## src/rtl/tiled_gemm_controller_pkg.sv

```systemverilog
// Shared definitions for the tiled GEMM controller: state encoding and array defaults.
package tiled_gemm_controller_pkg;

   localparam int ARRAY_ROW_DEF = 16;
   localparam int ARRAY_COL_DEF = 16;

   typedef enum logic [2:0] {
      S_IDLE    = 3'd0,
      S_LOAD_W  = 3'd1,
      S_CLEAR   = 3'd2,
      S_COMPUTE = 3'd3,
      S_FLUSH   = 3'd4,
      S_DRAIN   = 3'd5,
      S_DONE    = 3'd6
   } state_e;

endpackage

```

## src/rtl/tiled_gemm_controller_stall_counter.sv

```systemverilog
// Beat counter that only advances on enabled cycles; flags the beat that reaches last_val.
module stall_counter #(
   parameter int CNT_W = 16
) (
   input  logic             clk,
   input  logic             rst_n,
   input  logic             clr,
   input  logic             en,
   input  logic [CNT_W-1:0] last_val,
   output logic             last
);

   logic [CNT_W-1:0] cnt_q, cnt_d;

   assign last = en & (cnt_q == last_val);

   always_comb begin
      cnt_d = cnt_q;
      if (clr)
         cnt_d = '0;
      else if (en)
         cnt_d = last ? '0 : cnt_q + CNT_W'(1);
   end

   always_ff @(posedge clk or negedge rst_n) begin
      if (!rst_n)
         cnt_q <= '0;
      else
         cnt_q <= cnt_d;
   end

endmodule

```

## src/rtl/tiled_gemm_controller.sv

```systemverilog
// Tiled GEMM sequencer: N tiles outer, M tiles inner, K reduction per tile, with
// weight reuse across M tiles and valid/full throttled streams.
module tiled_gemm_controller
   import tiled_gemm_controller_pkg::*;
#(
   parameter int ARRAY_ROW = ARRAY_ROW_DEF,
   parameter int ARRAY_COL = ARRAY_COL_DEF,
   parameter int CNT_W     = 16,
   parameter int FLUSH_CYC = ARRAY_ROW + ARRAY_COL - 1
) (
   input  logic             clk,
   input  logic             rst_n,
   input  logic             ap_start,
   input  logic [CNT_W-1:0] cfg_k_dim,
   input  logic [CNT_W-1:0] cfg_m_tiles,
   input  logic [CNT_W-1:0] cfg_n_tiles,
   input  logic             w_valid,
   input  logic             in_valid,
   input  logic             out_full,
   output logic             ap_done,
   output logic             ap_idle,
   output logic             err_cfg,
   output logic [2:0]       state_dbg,
   output logic             ctrl_weight_load_en,
   output logic             ctrl_input_stream_en,
   output logic             ctrl_acc_clear,
   output logic             ctrl_drain_en,
   output logic [CNT_W-1:0] tile_m_idx,
   output logic [CNT_W-1:0] tile_n_idx
);

   localparam logic [CNT_W-1:0] ROW_LAST   = CNT_W'(ARRAY_ROW - 1);
   localparam logic [CNT_W-1:0] FLUSH_LAST = CNT_W'(FLUSH_CYC - 1);

   state_e           state_q, state_d;
   logic [CNT_W-1:0] k_dim_q, k_dim_d, m_tiles_q, m_tiles_d, n_tiles_q, n_tiles_d;
   logic [CNT_W-1:0] m_idx_q, m_idx_d, n_idx_q, n_idx_d;
   logic             err_q, err_d, done_seen_q, done_seen_d;
   logic             w_last, k_last, f_last, d_last;

   // Each counter is held at zero outside its owning state, so it starts fresh on every entry.
   stall_counter #(.CNT_W(CNT_W)) u_w_cnt (
      .clk(clk), .rst_n(rst_n), .clr(state_q != S_LOAD_W),
      .en((state_q == S_LOAD_W) & w_valid), .last_val(ROW_LAST), .last(w_last));

   stall_counter #(.CNT_W(CNT_W)) u_k_cnt (
      .clk(clk), .rst_n(rst_n), .clr(state_q != S_COMPUTE),
      .en((state_q == S_COMPUTE) & in_valid), .last_val(k_dim_q - CNT_W'(1)), .last(k_last));

   stall_counter #(.CNT_W(CNT_W)) u_flush_cnt (
      .clk(clk), .rst_n(rst_n), .clr(state_q != S_FLUSH),
      .en(state_q == S_FLUSH), .last_val(FLUSH_LAST), .last(f_last));

   stall_counter #(.CNT_W(CNT_W)) u_d_cnt (
      .clk(clk), .rst_n(rst_n), .clr(state_q != S_DRAIN),
      .en((state_q == S_DRAIN) & ~out_full), .last_val(ROW_LAST), .last(d_last));

   always_comb begin
      state_d     = state_q;
      k_dim_d     = k_dim_q;
      m_tiles_d   = m_tiles_q;
      n_tiles_d   = n_tiles_q;
      m_idx_d     = m_idx_q;
      n_idx_d     = n_idx_q;
      err_d       = err_q;
      done_seen_d = (state_q == S_DONE);
      case (state_q)
         S_IDLE: begin
            if (ap_start) begin
               k_dim_d   = cfg_k_dim;
               m_tiles_d = cfg_m_tiles;
               n_tiles_d = cfg_n_tiles;
               m_idx_d   = '0;
               n_idx_d   = '0;
               err_d     = 1'b0;
               if ((cfg_k_dim == '0) || (cfg_m_tiles == '0) || (cfg_n_tiles == '0)) begin
                  err_d   = 1'b1;
                  state_d = S_DONE;
               end else begin
                  state_d = S_LOAD_W;
               end
            end
         end
         S_LOAD_W:  if (w_last) state_d = S_CLEAR;
         S_CLEAR:   state_d = S_COMPUTE;
         S_COMPUTE: if (k_last) state_d = S_FLUSH;
         S_FLUSH:   if (f_last) state_d = S_DRAIN;
         S_DRAIN: begin
            // M is the inner loop so the loaded weights are reused until M wraps.
            if (d_last) begin
               if (m_idx_q != m_tiles_q - CNT_W'(1)) begin
                  m_idx_d = m_idx_q + CNT_W'(1);
                  state_d = S_CLEAR;
               end else begin
                  m_idx_d = '0;
                  if (n_idx_q != n_tiles_q - CNT_W'(1)) begin
                     n_idx_d = n_idx_q + CNT_W'(1);
                     state_d = S_LOAD_W;
                  end else begin
                     state_d = S_DONE;
                  end
               end
            end
         end
         S_DONE:    if (!ap_start) state_d = S_IDLE;
         default:   state_d = S_IDLE;
      endcase
   end

   always_ff @(posedge clk or negedge rst_n) begin
      if (!rst_n) begin
         state_q     <= S_IDLE;
         m_idx_q     <= '0;
         n_idx_q     <= '0;
         err_q       <= 1'b0;
         done_seen_q <= 1'b0;
      end else begin
         state_q     <= state_d;
         m_idx_q     <= m_idx_d;
         n_idx_q     <= n_idx_d;
         err_q       <= err_d;
         done_seen_q <= done_seen_d;
      end
   end

   // Latched configuration is data only; it is always written before it is used.
   always_ff @(posedge clk) begin
      k_dim_q   <= k_dim_d;
      m_tiles_q <= m_tiles_d;
      n_tiles_q <= n_tiles_d;
   end

   assign ap_idle              = (state_q == S_IDLE);
   assign ap_done              = (state_q == S_DONE) & ~done_seen_q;
   assign err_cfg              = err_q;
   assign state_dbg            = state_q;
   assign ctrl_weight_load_en  = (state_q == S_LOAD_W);
   assign ctrl_input_stream_en = (state_q == S_COMPUTE);
   assign ctrl_acc_clear       = (state_q == S_CLEAR);
   assign ctrl_drain_en        = (state_q == S_DRAIN) & ~out_full;
   assign tile_m_idx           = m_idx_q;
   assign tile_n_idx           = n_idx_q;

endmodule

```

## config.mk

```make
export PLATFORM = sky130hd
export DESIGN_NAME = tiled_gemm_controller
export DESIGN_NICKNAME = d
export VERILOG_FILES = /design/src/rtl/tiled_gemm_controller_pkg.sv /design/src/rtl/tiled_gemm_controller_stall_counter.sv /design/src/rtl/tiled_gemm_controller.sv
export SDC_FILE = /design/constraint.sdc
export NUM_CORES = 1
export LEC_CHECK = 0
export ABC_AREA = 1
export BUFFER_PORTS_ARGS = -buffer_cell sky130_fd_sc_hd__buf_2
export CAP_MARGIN = 20
export CORE_UTILIZATION = 66
export DETAILED_ROUTE_END_ITERATION = 10
export GPL_TIMING_DRIVEN = 0
export PLACE_DENSITY = 0.87
export SYNTH_ARGS = -nofsm -noshare
export SYNTH_HDL_FRONTEND = slang
export SYNTH_HIERARCHICAL = 1
export SYNTH_SLANG_ARGS = --single-unit
```

## constraint.sdc

```tcl
create_clock -name clk -period 12.4 [get_ports clk]
set_clock_uncertainty 0.15 [all_clocks]
set_input_delay 3.72 -clock clk [delete_from_list [all_inputs] [get_ports clk]]
set_output_delay 3.72 -clock clk [all_outputs]
set_load 0.02 [all_outputs]
```

==> results.ini <==
[synth]
yosys_warnings=6
syn_inst=1690
ys_seq_area_share_pct=35.6
synth-edff-count=48
async_flop_share_pct=67.8
synth-main-ff-cell=dfrtp_1
synth-seq-cells=149
ys_types=40
netlist_area_mm2=0.0111
syn_area_per_cell_um2=6.59

[setup_path]
cp_slowest_stage_delay_ps=300
r2r-end=err_cfg
crit_type=in2out
cp-start-kind=input pin
reg2reg_from=state_dbg[1]
startpoint=out_full
endpoint_kind=primary output
cpMostUsedCell=buf_2
worstSetupEndpoint=ctrl_drain_en
cp_data_arrival_time_ps=4370
r2r_slack_ps=7710
crit_chain=buf_2 > nor2_1 > buf_2
ff2ff_path_depth=18
worstPathRequired_ps=8530
slowest_stage=nor2_1
path_max_fanout=4

[routing]
viasPerCell=5.28
drcViolationCount=0
top_layer_used=met4
drtAntennaViolNets=0
vias=11300
wl_met3_um=2010
first_pass_iters=6
wl_met1_um=12500
routed_wl_um=29300
wl_met2_um=14200
detail_route.iter0.violations=1101
route.detailed.wl_per_inst_um=13.7

[cells_and_area]
area_delta_synth_final_pct=15.4
final_common_cell=nand2_1
final_cell_mix=522 x nand2_1, 291 x nor2_1, 249 x inv_1, 147 x nand3_1, 101 x dfrtp_1
drive_gt1_share_pct=9.82
utilization_pct=77.8
final_nets=1966
fillers=1268
antenna_cells=0

[cts]
cts_hold_buf=0
insertion_delay_ps=440
cts.clk_slew.worst_paths_ps=60
numCtsBuffers=17
h-tree-depth=4
cts.path.max_buffers=2
cts.sinks=149
cts_resized=0
cts_root_buf=clkbuf_16
post_cts_buffers=0
cts_tree=built

[timing]
drv_slew=0
final-hold-violation-count=0
max_slew_margin_pct=58.1
fin_hold_ws_ps=356
fmax_mhz=121
period_needed_ps=8240
setup_violations=0
worst_pin_slew_ps=623
fin_ws_ps=4160
post-route-period-util_pct=66.5
rsz0062_at_grt=false
tns_ps=0

[floorplan]
initial_core_util_pct=67.4
die_area_mm2=0.0174
io_pins=96
die_y_um=132
row_count=47
die_w_um=132
core_mm2=0.0165

[place]
dp_slack_ps=4180
dp_hpwl_um=22000
numPortBuffers=95
gp_routability_congestion=0.971

[hold_path]
min_path_type=reg2reg
min_from=err_cfg

[power]
sequentialPowerShare_pct=37.4
p_leak_nw=6.31
switchingPower_mw=0.732
combPwrFrac_pct=35.9
power_mw=1.82
p_int_mw=1.09
swShare_pct=40.2
vdd_drop_max_mv=0.110
p_clk_share_pct=26.7
power_density_mw_per_mm2=142

[global_routing]
grt_overflow=0
grt_pass1_wl_um=49100
grt_antenna_before_repair=0
grt_pass1_vias=10600
grt_max_degree=65
grtUsageTotal_pct=34.7

[run_status]
status=finished clean

[flow_run]
max_cap_viol_count=0

## cells in the mapped netlist, drive strengths merged, types with 9 or more instances
cell type | number | area share [%]
nand2 | 538 | 19
nor2 | 325 | 12
inv | 250 | 8.4
nand3 | 151 | 7.2
dfrtp | 101 | 23
xor2 | 68 | 5.3
edfxtp | 48 | 13
nand4 | 33 | 1.9
nor3 | 31 | 1.4
o21ai | 31 | 1.4
xnor2 | 24 | 1.9
nand3b | 18 | 1.2
nor4 | 12 | 0.67
nor3b | 10 | 0.67
ha | 9 | 1.0
## flip-flops by register name, summed over array words and instances, names as in the netlist
signal and count:
u_d_cnt/cnt_q 16, u_w_cnt/cnt_q 16, u_k_cnt/cnt_q 16, n_tiles_q 16
k_dim_q 16, u_flush_cnt/cnt_q 16, m_tiles_q 16, done_seen_q 1
err_cfg 1, state_dbg 3, tile_m_idx 16, tile_n_idx 16
## critical path: cells and delay by family
kind | cells | cell delay [ps]
buffers and inverters | 2 | 350
and+or+nand+nor | 1 | 300
## worst min-delay path by stage
stage / endpoint / slack [ps] / cells past startpoint
detailed placement: u_w_cnt/cnt_q[13] / 340 / 2
global route: u_w_cnt/cnt_q[13] / 370 / 2
CTS: u_w_cnt/cnt_q[13] / 360 / 2
global placement: err_cfg / 340 / 1
finish: err_cfg / 360 / 1
floorplan: u_d_cnt/cnt_q[13] / 320 / 2
## layer usage
layer  up-vias  global-route usage, %
met4         0                   10.2
li1       5610                      -
met1      5168                   45.0
met5         -                      0
met3        60                   6.34
met2       437                   59.1
## power by group through the flow
stage               Sequential [mW]  Clock, mW  Combinational [mW]
finish                        0.681      0.487               0.654
detailed placement            0.687          0               0.634
floorplan                     0.680          0               0.451
global placement              0.694          0               0.599
global route                  0.689      0.507               0.726
CTS                           0.679      0.490               0.643
## per-stage QoR
step                      std cells  instance area (µm²)
after floorplan                1787                11500
after global placement         2102                12200
after detailed placement       2104                12300
after CTS                      2135                12900
after global routing           2135                12900
final                          2135                12900
## kinds of logic (layout without fill, tap and decap cells)
logic type                 Yosys count  count (layout)  synth area share, %
buffers and inverters              265             393                 9.08
DFF                                149             149                 35.6
and+or+nand+nor                   1127            1127                 44.7
other                                2              99               0.0674
adders and majority gates            9               9                 1.01
muxes                                1               1                0.101
xor gates and xnor gates            92              92                 7.24
AOI/OAI and AO/OA                   45              45                 2.15
## cell type report
cell class                 count  area, µm²  share of cell area [%]
multi-input combinational   1373       6530                    50.8
sequential                   149       3970                    30.9
inverter                     251        942                    7.33
timing repair buffer          97        526                    4.09
clock buffer                  27        524                    4.08
tap                          220        275                    2.14
buffer                        14       68.8                   0.535
clock inverter                 4       20.0                   0.156
Power figures use the tool's default switching activity.
